--- src/rtl/hazard_sequencer.sv ---
// rtl/hazard_sequencer.sv - pipeline stall/flush/bubble controller with memory-wait watchdog (optional HAZARD_PERF_EN counters)
module hazard_sequencer #(
    parameter int MEM_TIMEOUT = 255,
    parameter int CNT_W       = 8
) (
    input  logic        clk,
    input  logic        rst_n,
    input  logic [4:0]  reg_src1_id,
    input  logic [4:0]  reg_src2_id,
    input  logic [4:0]  reg_dest_exe,
    input  logic        reg_w_en_exe,
    input  logic        mem_read_exe,
    input  logic        branch_taken_exe,
    input  logic        dmem_req_mem,
    input  logic        dmem_ready,
    output logic        pc_stall,
    output logic        if_id_stall,
    output logic        id_ex_stall,
    output logic        ex_mem_stall,
    output logic        if_id_flush,
    output logic        id_ex_flush,
    output logic        mem_wb_bubble,
    output logic        mem_timeout,
`ifdef HAZARD_PERF_EN
    output logic [31:0] stall_cycles,
    output logic [31:0] flush_events,
`endif
    output logic [1:0]  hazard_cause
);

    typedef enum logic {
        RUN       = 1'b0,
        DMEM_WAIT = 1'b1
    } state_t;

    localparam logic [CNT_W-1:0] CNT_LAST = CNT_W'(MEM_TIMEOUT - 1);

    state_t           state, state_nxt;
    logic [CNT_W-1:0] wait_cnt, wait_cnt_nxt;
    logic             freeze;
    logic             timeout_hit;
    logic             load_use;
    logic [1:0]       cause_nxt;

    // Memory-wait sequencing: decides freeze, watchdog expiry and next state/counter
    always_comb begin
        state_nxt    = state;
        wait_cnt_nxt = wait_cnt;
        freeze       = 1'b0;
        timeout_hit  = 1'b0;
        case (state)
            RUN: begin
                if (dmem_req_mem && !dmem_ready) begin
                    freeze       = 1'b1;
                    state_nxt    = DMEM_WAIT;
                    wait_cnt_nxt = '0;
                end
            end
            DMEM_WAIT: begin
                // A dropped request here is a protocol error; keep waiting regardless
                wait_cnt_nxt = wait_cnt + CNT_W'(1);
                if (dmem_ready) begin
                    state_nxt = RUN;
                end else if (wait_cnt == CNT_LAST) begin
                    timeout_hit = 1'b1;
                    state_nxt   = RUN;
                end else begin
                    freeze = 1'b1;
                end
            end
            default: state_nxt = RUN;
        endcase
    end

    // Load-use detection against the load currently in EX ($0 never hazards)
    always_comb begin
        load_use = mem_read_exe && reg_w_en_exe && (reg_dest_exe != 5'd0) &&
                   ((reg_src1_id == reg_dest_exe) || (reg_src2_id == reg_dest_exe));
    end

    // Per-stage controls: freeze dominates, then branch, then load-use; all quiet in reset
    always_comb begin
        pc_stall      = 1'b0;
        if_id_stall   = 1'b0;
        id_ex_stall   = 1'b0;
        ex_mem_stall  = 1'b0;
        if_id_flush   = 1'b0;
        id_ex_flush   = 1'b0;
        mem_wb_bubble = 1'b0;
        cause_nxt     = 2'd0;
        if (rst_n) begin
            if (freeze) begin
                pc_stall      = 1'b1;
                if_id_stall   = 1'b1;
                id_ex_stall   = 1'b1;
                ex_mem_stall  = 1'b1;
                mem_wb_bubble = 1'b1;
                cause_nxt     = 2'd3;
            end else if (branch_taken_exe) begin
                if_id_flush = 1'b1;
                id_ex_flush = 1'b1;
                cause_nxt   = 2'd2;
            end else if (load_use) begin
                pc_stall    = 1'b1;
                if_id_stall = 1'b1;
                id_ex_flush = 1'b1;
                cause_nxt   = 2'd1;
            end
        end
    end

    // State, wait counter, sticky watchdog flag and last-cycle cause
    always_ff @(posedge clk or negedge rst_n) begin
        if (!rst_n) begin
            state        <= RUN;
            wait_cnt     <= '0;
            mem_timeout  <= 1'b0;
            hazard_cause <= 2'd0;
        end else begin
            state        <= state_nxt;
            wait_cnt     <= wait_cnt_nxt;
            hazard_cause <= cause_nxt;
            if (timeout_hit) begin
                mem_timeout <= 1'b1;
            end
        end
    end

`ifdef HAZARD_PERF_EN
    // Free-running event counters, wrapping at 2^32
    always_ff @(posedge clk or negedge rst_n) begin
        if (!rst_n) begin
            stall_cycles <= '0;
            flush_events <= '0;
        end else begin
            if (pc_stall) begin
                stall_cycles <= stall_cycles + 32'd1;
            end
            if (if_id_flush) begin
                flush_events <= flush_events + 32'd1;
            end
        end
    end
`endif

endmodule

--- config.mk ---
export PLATFORM = sky130hd
export DESIGN_NAME = hazard_sequencer
export DESIGN_NICKNAME = d
export VERILOG_FILES = /design/src/rtl/hazard_sequencer.sv
export SDC_FILE = /design/constraint.sdc
export NUM_CORES = 1
export LEC_CHECK = 0
export BUFFER_PORTS_ARGS = -buffer_cell sky130_fd_sc_hd__buf_2
export CAP_MARGIN = 10
export CELL_PAD_IN_SITES_DETAIL_PLACEMENT = 1
export CELL_PAD_IN_SITES_GLOBAL_PLACEMENT = 1
export CORE_UTILIZATION = 33
export DETAILED_ROUTE_END_ITERATION = 8
export PLACE_DENSITY_LB_ADDON = 0.1
export REMOVE_ABC_BUFFERS = 1
export SLEW_MARGIN = 10
export SYNTH_ARGS = -nofsm -noshare
export SYNTH_HDL_FRONTEND = slang
export SYNTH_SLANG_ARGS = --single-unit
--- constraint.sdc ---
create_clock -name clk -period 2 [get_ports clk]
set_clock_uncertainty 0.15 [all_clocks]
set_input_delay 0.2 -clock clk [delete_from_list [all_inputs] [get_ports clk]]
set_output_delay 0.2 -clock clk [all_outputs]
set_load 0.005 [all_outputs]
# --- Word-level counts from Yosys, hierarchy flattened ---
# Index checks and enable logic that the tools add are counted.
totals:
  elab_cells: 42
  out_inout_bits: 10
  ff_bits: 12
  input_bits: 22
classes:
  eq_ne: 4
  add_sub_neg: 1
  reduce_logical: 7
  n_mux: 25
  n_bitwise: 1
ops:
  columns: ["cell", "n"]
  rows:
  - ["1-bit two-way mux", 19]
  - ["8-bit case mux with 2 select lines", 1]
  - ["5-bit equality test", 2]
  - ["8-bit by 1-bit adder with 8-bit output, second input constant", 1]
  - ["8-bit equality test, second input constant", 1]
  - ["8-bit two-way mux", 1]
  - ["2-bit two-way mux", 3]
  - ["5-bit nonzero test", 1]
  - ["1-bit logical AND", 4]
  - ["2-bit inequality test, second input constant", 1]
  - ["1-bit case mux with 2 select lines", 1]
  - ["1-bit logical NOT", 1]
  - ["1-bit logical OR", 1]
  - ["1-bit inverter", 1]

# --- Longest topological paths before layout ---
# Gate-level depths: netlist of run 1.
logic_depth:
  ltp_word: 7
  depth_mapped: 7
  depth_no_buf: 6

# --- Worst setup path after synthesis of run 1 ---
# OpenSTA, ideal clock, no wires.
synth_path:
  path_kind: "register to output"
  start: "reg wait_cnt[0]"
  end: "out pc_stall"
  required_time_ns: 1.650
  path_buffers: 1
  t_arrival_ns: 1.548
  slack_ns: 0.102
  stages_incl_launch_ff: 8
  cell_sequence: "dfrtp_1 -> inv_1 -> ha_1 -> and3_1 -> a311oi_4 -> nand2_1 -> o31ai_1 -> buf_4"
synth_between:
  elab_chain_cells: 6
synth_lines:
  columns: ["element", "line", "text"]
  rows:
  - ["start: declaration", "39", "logic [CNT_W-1:0] wait_cnt, wait_cnt_nxt;"]
  - ["start signal: assignment", "121", "wait_cnt <= wait_cnt_nxt;"]
  - ["8-bit equality test", "64", "end else if (wait_cnt == CNT_LAST) begin"]
  - ["1-bit two-way mux", "64", null]
  - ["1-bit two-way mux", "62", "if (dmem_ready) begin"]
  - ["1-bit case mux with 2 select lines", "51", "case (state)"]
  - ["net freeze", "40", "logic freeze;"]
  - ["1-bit two-way mux (2 in series)", null, null]
  - ["end: declaration", "16", "output logic pc_stall,"]
# The timed path passes the listed nets, and every way through them passes these cells.

# --- Final worst setup path of run 1 ---
layout_path:
  start: "reg wait_cnt[1]"
  end: "out id_ex_flush"
layout_between:
  elab_chain_cells: 6
layout_lines:
  columns: ["element", "line", "text"]
  rows:
  - ["8-bit equality test", "64", null]
  - ["1-bit two-way mux", "64", null]
  - ["1-bit two-way mux", "62", null]
  - ["1-bit case mux with 2 select lines", "51", null]
  - ["net freeze", "40", null]
  - ["1-bit two-way mux", "92", "if (freeze) begin"]
  - ["1-bit two-way mux", "91", "if (rst_n) begin"]
  - ["end: declaration", "21", "output logic id_ex_flush,"]
# The timed path passes the listed nets, and every way through them passes these cells.

==> results of run 1 <==
-- path summary, 6_finish.rpt --
| kind | slack (ps) | cells after the start | start | end |
|---|---|---|---|---|
| max in group asynchronous | 1240 | 3 | rst_n | state |
| hold reg to reg | 320 | 1 | mem_timeout | mem_timeout |
| setup reg to reg | 410 | 6 | wait_cnt[1] | hazard_cause[1] |
| setup / recovery | -40 | 6 | wait_cnt[1] | id_ex_flush |
| min in group asynchronous | 290 | 3 | rst_n | hazard_cause[0] |
| hold / removal | 30 | 2 | branch_taken_exe | hazard_cause[0] |
-- timing repair --
| item | CTS | global route |
|---|---|---|
| pin swaps | 3 | 2 |
| gates resized for setup | 7 | 2 |
| setup endpoints to repair | 7 | 7 |
| buffers inserted | 4 | 0 |
| hold endpoints to repair | 12 | 0 |
| hold buffers | 1 | 0 |
-- sequential cells by signal, summed over array words and instances, names as in the netlist --
| register | count |
|---|---|
| state | 1 |
| wait_cnt | 8 |
| hazard_cause | 2 |
| mem_timeout | 1 |
-- metrics by stage --
step	std cells	TNS, ps	setup WS (ps)
after floorplan	71	0	268
after global placement	132	0	117
after detailed placement	132	0	8.97
after CTS	140	-22.3	-22.3
after global routing	140	-503	-132
final	140	-41.8	-40.0
-- kinds of logic (layout without fill, tap and decap cells) --
logic type,count (synthesis),after routing,share of synthesized area (%)
mux,4,4,5.31
fa+ha+maj,2,2,3.32
simple gates,29,29,19.7
buf+inv,8,45,6.47
flops,12,12,39.8
compound gates,10,10,12.6
xor+xnor,11,11,12.8
-- power by group through the flow --
stage	registers, W	logic [W]	clock network, W
finish	0.000297	0.000213	0.000148
global route	0.000301	0.000241	0.000166
CTS	0.000295	0.000215	0.000153
detailed placement	0.000310	0.000163	0
global placement	0.000307	0.000157	0
floorplan	0.000309	0.0000819	0
-- synth_stat cells --
master	n
nand4_1	2
inv_1	3
o21ai_1	2
ha_1	2
buf_6	1
nor2_1	5
nand2b_1	1
a41o_1	1
mux2i_1	4
nand3_1	4
and4_1	1
nor3_1	2
o22ai_1	1
o2111ai_2	1
nand2_1	8
dfrtp_1	12
clkbuf_1	1
a22oi_1	1
o21a_1	1
xor2_1	10
and2_1	1
and3_1	2
buf_4	3
or4_4	1
or2_1	2
o21ai_0	1
xnor2_1	1
a311oi_4	1
o31ai_1	1
-- final cells by class --
class                           count  area [sq um]
Sequential cell                    12           300
Clock buffer                        3          22.5
Tap cell                           27          33.8
Timing Repair Buffer               39           224
Inverter                            3          11.3
Fill cell                         251          1040
Multi-Input combinational cell     56           432
-- routing by layer --
| layer | vias up | GRT usage [%] | part of all wire, % |
|---|---|---|---|
| li1 | 337 | - | - |
| met4 | 0 | 4.29 | 0.55 |
| met2 | 19 | 29.1 | 51 |
| met1 | 313 | 21.1 | 44 |
| met3 | 2 | 5.86 | 4.3 |
| met5 | - | 0 | 0 |
==> reports/summary.txt, run 1 <==
first-iteration detailed-routing DRC count: 5
GRT overflow: 0
crit start category: register
slowest stage delay, CP: 400 ps
crit path DAT: 1690 ps
core area: 2060 sq um
Buffers on Ports: 31
I/O Pins: 32
number of global-route vias before repair: 700
Worst-Skew Late Latency: 270 ps
Die Wd: 49.8 um
setup violators final: 2
synthesis-to-layout area growth: 35.7%
root buf cell: clkbuf_4
crit-path max FO: 4
initial antenna violation count: 0
final worst-path cycle share: 102%
Clock Power Share: 22.5%
layout cells sized above 1: 44.2%
Site Rows: 16
Inserted Clock Buffers: 3
clk slew on worst S/H paths: 70 ps
setup ws final: -40.0 ps
Critical Path End Type: primary output
leakage: 0.516 nW
routed vias: 671
Top delay family on crit path: flip-flops
failing checks: negative setup slack
Critical Path RT: 1650 ps
H-Tree Depth: 1
Power Total: 0.000657 W
Hold Crit Class: input pin to register
min Tclk post-route: 2040 ps
Slowest cell on crit path: dfrtp_1
Syn Std Cell Area: 754 sq um
Die Y: 49.8 um
register bit total from synthesis: 12
first-pass GRT wire length: 3170 um
Max Cap Viol: 0
P_int: 0.000456 W
detailed-route vias per instance: 4.79
area of the die: 2480 sq um
DRT Wirelength: 1820 um
Ant. Diodes: 0
Worst IR Drop VDD: 301 uV
Fmax: 490 MHz
status: finished with violations
Tightest Pin Transition: 402 ps
commonest non-fill, non-tap cell in the layout: buf_2
max-slew violations: 0
Synth area leader: dfrtp_1
gr usage total: 17.3%
final hold violation count: 0
commonest cells after routing, fill and taps aside: buf_2, dfrtp_1, xor2_1
synth unique cells: 29
critical path, cell by cell: ha_2, and3_4, a311oi_4, buf_4, o22ai_1, buf_2
# nets final: 139
sequential-to-total area share from yosys stat: 39.8%
wire length per cell: 13.0 um
Post-Syn Instances: 76
main area contributors after synthesis: dfrtp_1, xor2_1, mux2i_1
P_sw: 0.000201 W
switching share of power: 30.6%
GPL Wtd Cong: 0.687
syn avg cell area: 9.93 sq um
largest net degree at the start of global routing: 16
Comb pwr share: 32.4%
WP buf/inv: 2
DRT antenna net count: 0
Layout Utilization: 49.6%
RSZ-0062 raised after global routing: yes
yosys warns: 0
Synth top area share: 39.8%
DP Area: 928 sq um
Hold Slack: 28.9 ps
1st-pass router iterations: 4
clk buf depth: 2
worst rel slew slack: 73.2%
Initial Util: 36.6%
clk sinks: 12
DRC: 0
Design Area, Final: 1020 sq um
DPL Wire Length: 1430 um
kind of critical path: register to primary output
TritonCTS clock tree: done
Sequential Power Share: 45.1%
power per cell area: 642 nW/um^2
Note: power is estimated with default switching activity, not from simulation.
==> run 2: changes to the inputs <==
CTS_BUF_LIST = sky130_fd_sc_hd__clkbuf_16   (was default)
SLEW_MARGIN = 20   (was 10)
==> reports/summary.txt, run 2 (synthesis results as in run 1) <==
final-layout fill cell count: 248
max-slew violations: 0
final worst-path cycle share: 99.3%
DPL Wire Length: 1430 um
Placed Instances: 132
Inserted Clock Buffers: 3
hold_sp: branch_taken_exe
biggest regs: wait_cnt (8), hazard_cause (2)
Layout Utilization: 51.5%
max FFs per register: 8
synthesis-to-layout area growth: 40.6%
min Tclk post-route: 1990 ps
Critical Path RT: 1650 ps
commonest non-fill, non-tap cell in the layout: buf_2
area occupied by multi-input gates: 438 sq um
Tightest Pin Transition: 449 ps
Reg2Reg Launch Point: wait_cnt[1]
initial antenna violation count: 0
Initial Util: 36.6%
Site Rows: 16
DP Area: 928 sq um
Hold Slack: 84.4 ps
core area: 2060 sq um
routed vias: 671
setup violators final: 0
DRT Wirelength: 1890 um
worst rel slew slack: 70.1%
final hold violation count: 0
Critical Path End Type: primary output
kind of critical path: register to primary output
DRT antenna net count: 0
gr usage total: 17.8%
DRC: 0
Finished Layout Cells: 138
largest net degree at the start of global routing: 16
Max Cap Viol: 0
crit start category: register
number of global-route vias before repair: 711
Die Wd: 49.8 um
commonest cells after routing, fill and taps aside: buf_2, dfrtp_1, xor2_1
Die Y: 49.8 um
Worst-Skew Late Latency: 240 ps
1st-pass router iterations: 3
Final TNS setup: 0 ps
Hold Crit Class: input pin to register
RSZ-0062 raised after global routing: yes
# nets final: 137
leakage: 0.531 nW
GRT overflow: 0
root buf cell: clkbuf_16
area of the die: 2480 sq um
Ant. Diodes: 0
layout cells sized above 1: 44.1%
wire length per cell: 13.7 um
clk slew on worst S/H paths: 40 ps
clk sinks: 12
first-iteration detailed-routing DRC count: 2
Design Area, Final: 1060 sq um
Buffers on Ports: 31
crit path DAT: 1640 ps
register area: 300 sq um
I/O Pins: 32
Critical Path Source: wait_cnt[1]
first-pass GRT wire length: 3260 um
power per cell area: 801 nW/um^2
crit-path max FO: 4
Fmax: 503 MHz
Worst IR Drop VDD: 453 uV
status: completed
clk buf depth: 2
detailed-route vias per instance: 4.86
H-Tree Depth: 1
GPL Wtd Cong: 0.687
Top reg by flops: wait_cnt
TritonCTS clock tree: done
[run 2: cell types whose count changed in the layout (fill, tap and decap cells not counted)]
cell	before	now
buf_4	7	5
o22ai_1	1	0
clkbuf_4	3	0
buf_6	1	0
clkbuf_16	0	3
o22ai_2	0	1
buf_2	30	31
[run 2: cell type report]
cell class	count	area share [%]
flip-flops and latches	12	28.3
well taps	27	3.18
inverters	3	1.06
multi-input cells	56	41.3
clock buffers	3	7.08
repair buffers	37	19.1
[run 2: worst paths after layout]
kind | cells after the start | to | slack [ps]
worst min-delay path | 2 | hazard_cause[0] | 80
max in group asynchronous | 3 | mem_timeout | 1200
worst max-delay path | 6 | id_ex_flush | 10
min in group asynchronous | 3 | wait_cnt[7] | 330
worst min register to register | 1 | mem_timeout | 320
worst max register to register | 5 | hazard_cause[1] | 510
[run 2: metal layers]
layer / up-vias / global-route usage, % / wire length, um
li1: 335 / - / -
met4: 0 / 4.29 / 8
met1: 319 / 20.7 / 798
met2: 15 / 32.7 / 1020
met5: - / 0 / 0
met3: 2 / 4.01 / 70
[run 2: timing repair]
item                       CTS  global route
hold buffers                 1             0
hold endpoints to repair    12             0
pin swaps                    2             0
buffers inserted             2             0
gates cloned                 0             0
setup endpoints to repair    7             6
resized for setup            2             7
[run 2: report_power, final]
| part | total [W] | internal, W | switching (W) | leakage (nW) |
|---|---|---|---|---|
| clock | 0.000354 | 0.000260 | 0.0000945 | 0.0370 |
| sequential | 0.000306 | 0.000276 | 0.0000306 | 0.160 |
| combinational | 0.000190 | 0.0000987 | 0.0000908 | 0.334 |
[run 2: metrics by stage]
step                total power [W]  worst slack (ps)
detailed placement         0.000474              8.97
global route               0.000899             -51.0
floorplan                  0.000390               268
global placement           0.000464               117
finish                     0.000850              13.2
CTS                        0.000855              9.78
[run 2: critical path: stages, from the launching register on]
cell and delay (ps):
dfrtp_1 390, ha_2 180, and3_4 170, a311oi_4 250, buf_4 190, o22ai_2 80, buf_2 140
